--- config.mk ---
export PLATFORM = sky130hd
export DESIGN_NAME = five_bit_adder_flat
export DESIGN_NICKNAME = d
export VERILOG_FILES = /design/src/rtl/five_bit_adder_pkg.sv /design/src/rtl/five_bit_adder_if.sv /design/src/rtl/five_bit_adder_full_adder.sv /design/src/rtl/five_bit_adder.sv /design/src/flat_wrapper.sv
export SDC_FILE = /design/constraint.sdc
export NUM_CORES = 1
export LEC_CHECK = 0
export CAP_MARGIN = 20
export CORE_AREA = 2 2 39 41
export CTS_BUF_LIST = sky130_fd_sc_hd__clkbuf_4
export CTS_CLUSTER_DIAMETER = 100
export DETAILED_ROUTE_END_ITERATION = 10
export DIE_AREA = 0 0 41 43
export GPL_ROUTABILITY_DRIVEN = 0
export SLEW_MARGIN = 20
export SYNTH_ARGS = -nofsm -noshare
export SYNTH_HDL_FRONTEND = slang
export SYNTH_HIERARCHICAL = 1
export SYNTH_SLANG_ARGS = --single-unit
--- constraint.sdc ---
create_clock -name clk -period 0.87 [get_ports clk]
set_clock_uncertainty 0.15 [all_clocks]
set_input_delay 0.1305 -clock clk [delete_from_list [all_inputs] [get_ports clk]]
set_output_delay 0.1305 -clock clk [all_outputs]
set_load 0.005 [all_outputs]
--- src/rtl/five_bit_adder_pkg.sv ---
// Shared width and result type for the ripple-carry adder slice.
package adder_pkg;

  localparam int ADDER_WIDTH = 5;

  typedef struct packed {
    logic                   carry;
    logic [ADDER_WIDTH-1:0] sum;
  } add_result_t;

endpackage

--- src/rtl/five_bit_adder_if.sv ---
// Operand/result bundle between an adder slice and whatever drives it.
interface five_bit_adder_if;
  import adder_pkg::*;

  logic                   in_valid;
  logic [ADDER_WIDTH-1:0] a;
  logic [ADDER_WIDTH-1:0] b;
  logic                   carry_in;
  logic [ADDER_WIDTH-1:0] sum;
  logic                   carry_out;
  logic                   out_valid;

  modport master (
    output in_valid, a, b, carry_in,
    input  sum, carry_out, out_valid
  );

  modport slave (
    input  in_valid, a, b, carry_in,
    output sum, carry_out, out_valid
  );

endinterface

--- src/rtl/five_bit_adder_full_adder.sv ---
// One-bit full adder cell; the ripple chain is built from these.
module full_adder (
  input  logic a,
  input  logic b,
  input  logic cin,
  output logic s,
  output logic cout
);

  logic w_prop;

  assign w_prop = a ^ b;
  assign s      = w_prop ^ cin;
  assign cout   = (a & b) | (cin & w_prop);

endmodule

--- src/rtl/five_bit_adder.sv ---
// Registered ripple-carry adder slice: {carry_out, sum} = a + b + carry_in, one cycle latency.
module five_bit_adder
  import adder_pkg::*;
#(
  parameter int WIDTH = ADDER_WIDTH
) (
  input  logic             clk,
  input  logic             rst_n,
  five_bit_adder_if.slave  bus
);

  logic [WIDTH:0]   w_carry;
  logic [WIDTH-1:0] w_sum;
  add_result_t      r_result;
  logic             r_out_valid;

  assign w_carry[0] = bus.carry_in;

  // Ripple chain: each cell's carry-out feeds the next cell's carry-in.
  for (genvar gi = 0; gi < WIDTH; gi++) begin : g_fa
    full_adder u_fa (
      .a    (bus.a[gi]),
      .b    (bus.b[gi]),
      .cin  (w_carry[gi]),
      .s    (w_sum[gi]),
      .cout (w_carry[gi+1])
    );
  end

  // Output register: result captured only on valid operands, otherwise held.
  always_ff @(posedge clk or negedge rst_n) begin
    if (!rst_n) begin
      r_result    <= '0;
      r_out_valid <= 1'b0;
    end else begin
      r_out_valid <= bus.in_valid;
      if (bus.in_valid) begin
        r_result.carry <= w_carry[WIDTH];
        r_result.sum   <= w_sum;
      end
    end
  end

  assign bus.sum       = r_result.sum;
  assign bus.carry_out = r_result.carry;
  assign bus.out_valid = r_out_valid;

endmodule

--- src/flat_wrapper.sv ---
// flat-port wrapper written by rule: the top's interface ports become plain ports
module five_bit_adder_flat import adder_pkg::*;
#(
  parameter int WIDTH = ADDER_WIDTH
)
  (clk, rst_n, bus_in_valid, bus_a, bus_b, bus_carry_in, bus_sum, bus_carry_out, bus_out_valid);
  five_bit_adder_if bus_i ();
  input  logic clk;
  input  logic rst_n;
  input wire logic [$bits(bus_i.in_valid)-1:0] bus_in_valid;
  input wire logic [$bits(bus_i.a)-1:0] bus_a;
  input wire logic [$bits(bus_i.b)-1:0] bus_b;
  input wire logic [$bits(bus_i.carry_in)-1:0] bus_carry_in;
  output wire logic [$bits(bus_i.sum)-1:0] bus_sum;
  output wire logic [$bits(bus_i.carry_out)-1:0] bus_carry_out;
  output wire logic [$bits(bus_i.out_valid)-1:0] bus_out_valid;
  assign bus_i.in_valid = bus_in_valid;
  assign bus_i.a = bus_a;
  assign bus_i.b = bus_b;
  assign bus_i.carry_in = bus_carry_in;
  assign bus_sum = bus_i.sum;
  assign bus_carry_out = bus_i.carry_out;
  assign bus_out_valid = bus_i.out_valid;
  five_bit_adder #(.WIDTH(WIDTH)) u_core (.clk(clk), .rst_n(rst_n), .bus(bus_i));
endmodule
Yosys cells after proc, flatten, opt, wreduce, memory -nomap -nowiden
Index checks and enable logic that the tools add are counted.
{"block": "word_totals", "ff_bits": 7, "latch_bits": 0, "mem_bits_rw": 0, "romBits": 0, "input_bits": 14, "out_inout_bits": 7, "wordCells": 28, "memories": 0}
{"block": "op_classes", "add_sub_neg": 0, "n_mul": 0, "div": 0, "n_lt_le_gt_ge": 0, "n_eq_ne": 0, "n_shift": 0, "muxes": 0, "n_bitwise": 25, "n_reduce_logical": 0}
{"cell": "AND 1 bit", "count": 10}
{"cell": "XOR 1 bit", "count": 10}
{"cell": "OR 1 bit", "count": 5}

Depth between registers and ports, before layout
Gate-level depths: netlist (run 1).
{"block": "logic_depth", "depth_word": 11, "mapped_depth": 6, "mapped_depth_nobuf": 6}

Hierarchy
The synthesis (run 1) kept the hierarchy.
{"mod": "five_bit_adder", "n_inst": 1, "cells_per_inst": 14, "area_each_um2": 276.5, "seq_area_each_um2": 175.2}
{"mod": "full_adder", "n_inst": 5, "cells_per_inst": 1, "area_each_um2": 20.0, "seq_area_each_um2": 0.0}

Worst setup path before layout (run 1)
Ideal clock, no wire load.
{"block": "synth_path", "path_type": "input-to-reg", "start": "input port bus_a[0]", "end": "register, netlist name u_core/bus.sum[4]", "setup_time_ns": 0.125, "arrival_time_ns": 2.365, "required_ns": 0.595, "path_slack_ns": -1.770, "cell_stages": 6, "n_path_buf": 0, "cell_sequence": "fa_1 fa_1 fa_1 fa_1 fa_1 mux2_4"}
{"block": "synth_via", "elab_chain_len": 10, "elab_cells_between_ends": 11, "classes_between": "bitwise (11)"}
{"element": "from (decl)", "line": "flat_wrapper.sv:11", "text": "input wire logic [$bits(bus_i.a)-1:0] bus_a;"}
{"element": "XOR 1 bit", "line": "five_bit_adder_full_adder.sv:12", "text": "assign w_prop = a ^ b;"}
{"element": "AND 1 bit", "line": "five_bit_adder_full_adder.sv:14", "text": "assign cout = (a & b) | (cin & w_prop);"}
{"element": "OR 1 bit *", "line": "five_bit_adder_full_adder.sv:14"}
{"element": "AND 1 bit *", "line": "five_bit_adder_full_adder.sv:14"}
{"element": "OR 1 bit *", "line": "five_bit_adder_full_adder.sv:14"}
{"element": "named net u_core.w_carry[2]", "line": "five_bit_adder.sv:12", "text": "logic [WIDTH:0] w_carry;"}
{"element": "AND 1 bit *", "line": "five_bit_adder_full_adder.sv:14"}
{"element": "OR 1 bit *", "line": "five_bit_adder_full_adder.sv:14"}
{"element": "named net u_core.w_carry[3]", "line": "five_bit_adder.sv:12"}
{"element": "AND 1 bit *", "line": "five_bit_adder_full_adder.sv:14"}
{"element": "OR 1 bit *", "line": "five_bit_adder_full_adder.sv:14"}
{"element": "named net u_core.w_carry[4]", "line": "five_bit_adder.sv:12"}
{"element": "XOR 1 bit *", "line": "five_bit_adder_full_adder.sv:13", "text": "assign s = w_prop ^ cin;"}
{"element": "named net u_core.w_sum[4]", "line": "five_bit_adder.sv:13", "text": "logic [WIDTH-1:0] w_sum;"}
Mark *: on every way through the listed nets, which the timed path passes. The rest lies on a longest branch.
A chain may end at the register's enable or synchronous reset.

Worst setup path after layout (run 1)
{"block": "layout_path", "start": "input port bus_a[0]", "end": "register, netlist name u_core/bus.sum[4]"}
{"block": "layout_via", "elab_chain_len": 10, "elab_cells_between_ends": 11, "classes_between": "bitwise (11)"}
{"element": "XOR 1 bit", "line": "five_bit_adder_full_adder.sv:12"}
{"element": "AND 1 bit", "line": "five_bit_adder_full_adder.sv:14"}
{"element": "OR 1 bit *", "line": "five_bit_adder_full_adder.sv:14"}
{"element": "named net u_core.w_carry[1]", "line": "five_bit_adder.sv:12"}
{"element": "AND 1 bit *", "line": "five_bit_adder_full_adder.sv:14"}
{"element": "OR 1 bit *", "line": "five_bit_adder_full_adder.sv:14"}
{"element": "named net u_core.w_carry[2]", "line": "five_bit_adder.sv:12"}
{"element": "AND 1 bit *", "line": "five_bit_adder_full_adder.sv:14"}
{"element": "OR 1 bit *", "line": "five_bit_adder_full_adder.sv:14"}
{"element": "named net u_core.w_carry[3]", "line": "five_bit_adder.sv:12"}
{"element": "AND 1 bit *", "line": "five_bit_adder_full_adder.sv:14"}
{"element": "OR 1 bit *", "line": "five_bit_adder_full_adder.sv:14"}
{"element": "named net u_core.w_carry[4]", "line": "five_bit_adder.sv:12"}
{"element": "XOR 1 bit *", "line": "five_bit_adder_full_adder.sv:13"}
{"element": "named net u_core.w_sum[4]", "line": "five_bit_adder.sv:13"}
Marks and branches as above.

==> results.md, run 1 <==
- Number of diodes: 0
- HP Class: in2async
- Clk sinks: 7
- Top-count cell post-synth: dfrtp_1
- P_leak: 0.000295 uW
- Switching Fraction: 0.245
- Die W: 41 um
- Final worst slack: -1.47 ns
- Share of layout cells above drive strength 1: 0.638
- Mean Syn Cell Area: 19.8 um2
- Dpl hpwl: 586 um
- Post-synth top cells: dfrtp_1, mux2_4, fa_1
- RSZ-0062 raised after global routing: yes
- Rel. slew slack: 0.786
- VDD IR max: 0.000580 V
- Critical setup path kind: in2reg
- Antenna violations before repair: 0
- Syn Nets: 38
- Worst Setup End Kind: flop
- Net switching power figure: ~260 uW
- Post-Route WL: 674 um
- Power per cell area: about 1700 nW/um2
- YS warnings: 6
- First-pass GRT wire length: about 1.3 mm
- CP Launch Type: input port
- Rows: 14
- Portion of total power attributed to sequential cells: 0.401
- TritonCTS clock tree: done
- Outcome: complete, but fails checks
- Worst-path clk slew: ~0.06 ns
- Post-Place Cell Area: 628 um2
- Detailed Route Iter0 Violations: 0
- Yosys reg bits: 7
- Failing checks: hold timing, setup timing
- Worst-Margin Slew: between 0.3 and 0.4 ns
- Final Net Count: 67
- Crit path required time: between 0.8 and 0.9 ns
- I/O pin count: 21
- Avg Vias per Cell: 4.11
- Final setup fails: 13
- # DRC: 0
- Total congestion overflow: 0
- Max-cap check violation count: 0
- Mapped cell area: 377 um2
- Top FF cell, synth: dfrtp_1
- R2R setup slack: -0.15 ns
- Gr usage total: 0.113
- Vias: 259
- Layout area overhead: 67.1%
- Synth top area cells: dfrtp_1, fa_1, mux2_4
- Hold Vio Cnt, Final: 6
- Final Total Pwr: roughly 1100 uW
- Core area: roughly 1400 um2
- Cells after synthesis: 19
- Filler cells: 126
- Largest net degree at the start of global routing: 8
- Worst-Skew Late Latency: 0.25 ns
- Combinational Power Share: 0.327
- Clock network power share: 0.272
- Initial core utilization: 0.272
- Final design area excluding fillers: 629 um2
- WL/cell: 10.7 um
- Ys async rst share: 1.00
- Root buf cell: clkbuf_4
- Setup Total Neg Slack: -6.50 ns
- Drt first pass iters: 1
- Achievable frequency: approximately 0.43 GHz
- P_int: 797 uW
- WP data arrival: 2.33 ns
- Top-area cell type share of the netlist area: 0.465
- Synth area leader: dfrtp_1
- TritonCTS Buffers: 3
- Final ANT Viol Nets: 0
- Vias in the first global route: 307
- Clock period minus final worst setup slack: 2.34 ns
- Pre-CTS worst setup slack: -2.13 ns
- Fin. max-slew vios: 0
- Crit-path max FO: 1
- Full die area: roughly 1800 um2
- PortBufs: 20
- Final hold slack: -0.0134 ns
- H-tree depth: 1
- Die height: 43 um
- Post-synth EDFFs: 0
- Final period util: 2.69
- Clk buf depth: 2
- Post-synthesis sequential area ratio: 0.465
- Yosys cell types: 4
[state kept, by name, summed over array words and instances, names as in the netlist]
| name | cells |
|---|---|
| u_core/bus.sum | 5 |
| u_core/bus.carry_out | 1 |
| u_core/bus.out_valid | 1 |
[power by group through the flow]
stage / combinational (uW) / clock [uW] / sequential (uW)
2_1_floorplan: 142 / 0 / 432
3_3_place_gp: 398 / 0 / 428
3_5_place_dp: 405 / 0 / 428
4_1_cts: 338 / 304 / 423
5_1_grt: 388 / 329 / 434
6_report: 345 / 287 / 423
[metal layers]
layer | vias to the layer above | global-route usage | share of wire
met1 | 129 | 0.142 | 0.35
met5 | - | 0 | 0
met2 | 10 | 0.150 | 0.59
li1 | 120 | - | -
met4 | 0 | 0.100 | 0
met3 | 0 | 0.0314 | 0.059
[final timing paths]
path / startpoint / end / cells past startpoint
worst max-delay path: bus_a[0] / u_core/bus.sum[4] / 7
worst min-delay path: rst_n / u_core/bus.out_valid / 1
worst max register to register: u_core/bus.carry_out / u_core/bus.carry_out / 2
worst min register to register: u_core/bus.sum[2] / u_core/bus.sum[2] / 1
max in group asynchronous: rst_n / u_core/bus.sum[1] / 1
min in group clk: bus_in_valid / u_core/bus.out_valid / 2
[final cells by class]
cell class / instances / area (um2) / area share
repair buffers: 25 / 204 / 0.324
multi-input cells: 11 / 203 / 0.322
flip-flops and latches: 7 / 175 / 0.278
clock buffers: 3 / 22.5 / 0.0358
well taps: 16 / 20.0 / 0.0318
clock inverters: 1 / 5.00 / 0.00795
[cell usage in the layout, fill, tap and decap left out]
cell type and count:
dfrtp_1 7, mux2_4 6, buf_6 4, dlygate4sd2_1 3
buf_2 8, clkdlybuf4s50_1 7, clkinv_2 1, clkbuf_4 3
fa_2 5, buf_4 3
[critical path: stages]
cell,delay [ns]
buf_6,0.09
fa_2,0.38
fa_2,0.36
fa_2,0.35
fa_2,0.34
fa_2,0.41
mux2_4,0.26
[what timing repair did]
item                                    4_1_cts  5_1_grt
setup buffers                                 0        1
gates resized for setup                      44        2
endpoints found under the setup margin       13       13
endpoints found under the hold margin         5        0
cloned                                        0        0
pin swaps                                     5        5
[metrics by stage]
step	util	std cells
6_report	0.455	63
5_1_grt	0.455	63
4_1_cts	0.442	62
3_5_place_dp	0.454	58
3_3_place_gp	0.454	58
2_1_floorplan	-	19
[logic make-up after synthesis]
logic type and share of synthesized area:
flops 0.465, mux 0.239, fa+ha+maj 0.266, buf+inv 0.0299
No activity file was read; power rests on OpenSTA's default activity.
==> run 2, diff against run 1 <==
CAP_MARGIN = default   (was 20)
==> results of run 2 <==
No change in the layout: final DEF, timing and power equal those of run 1.
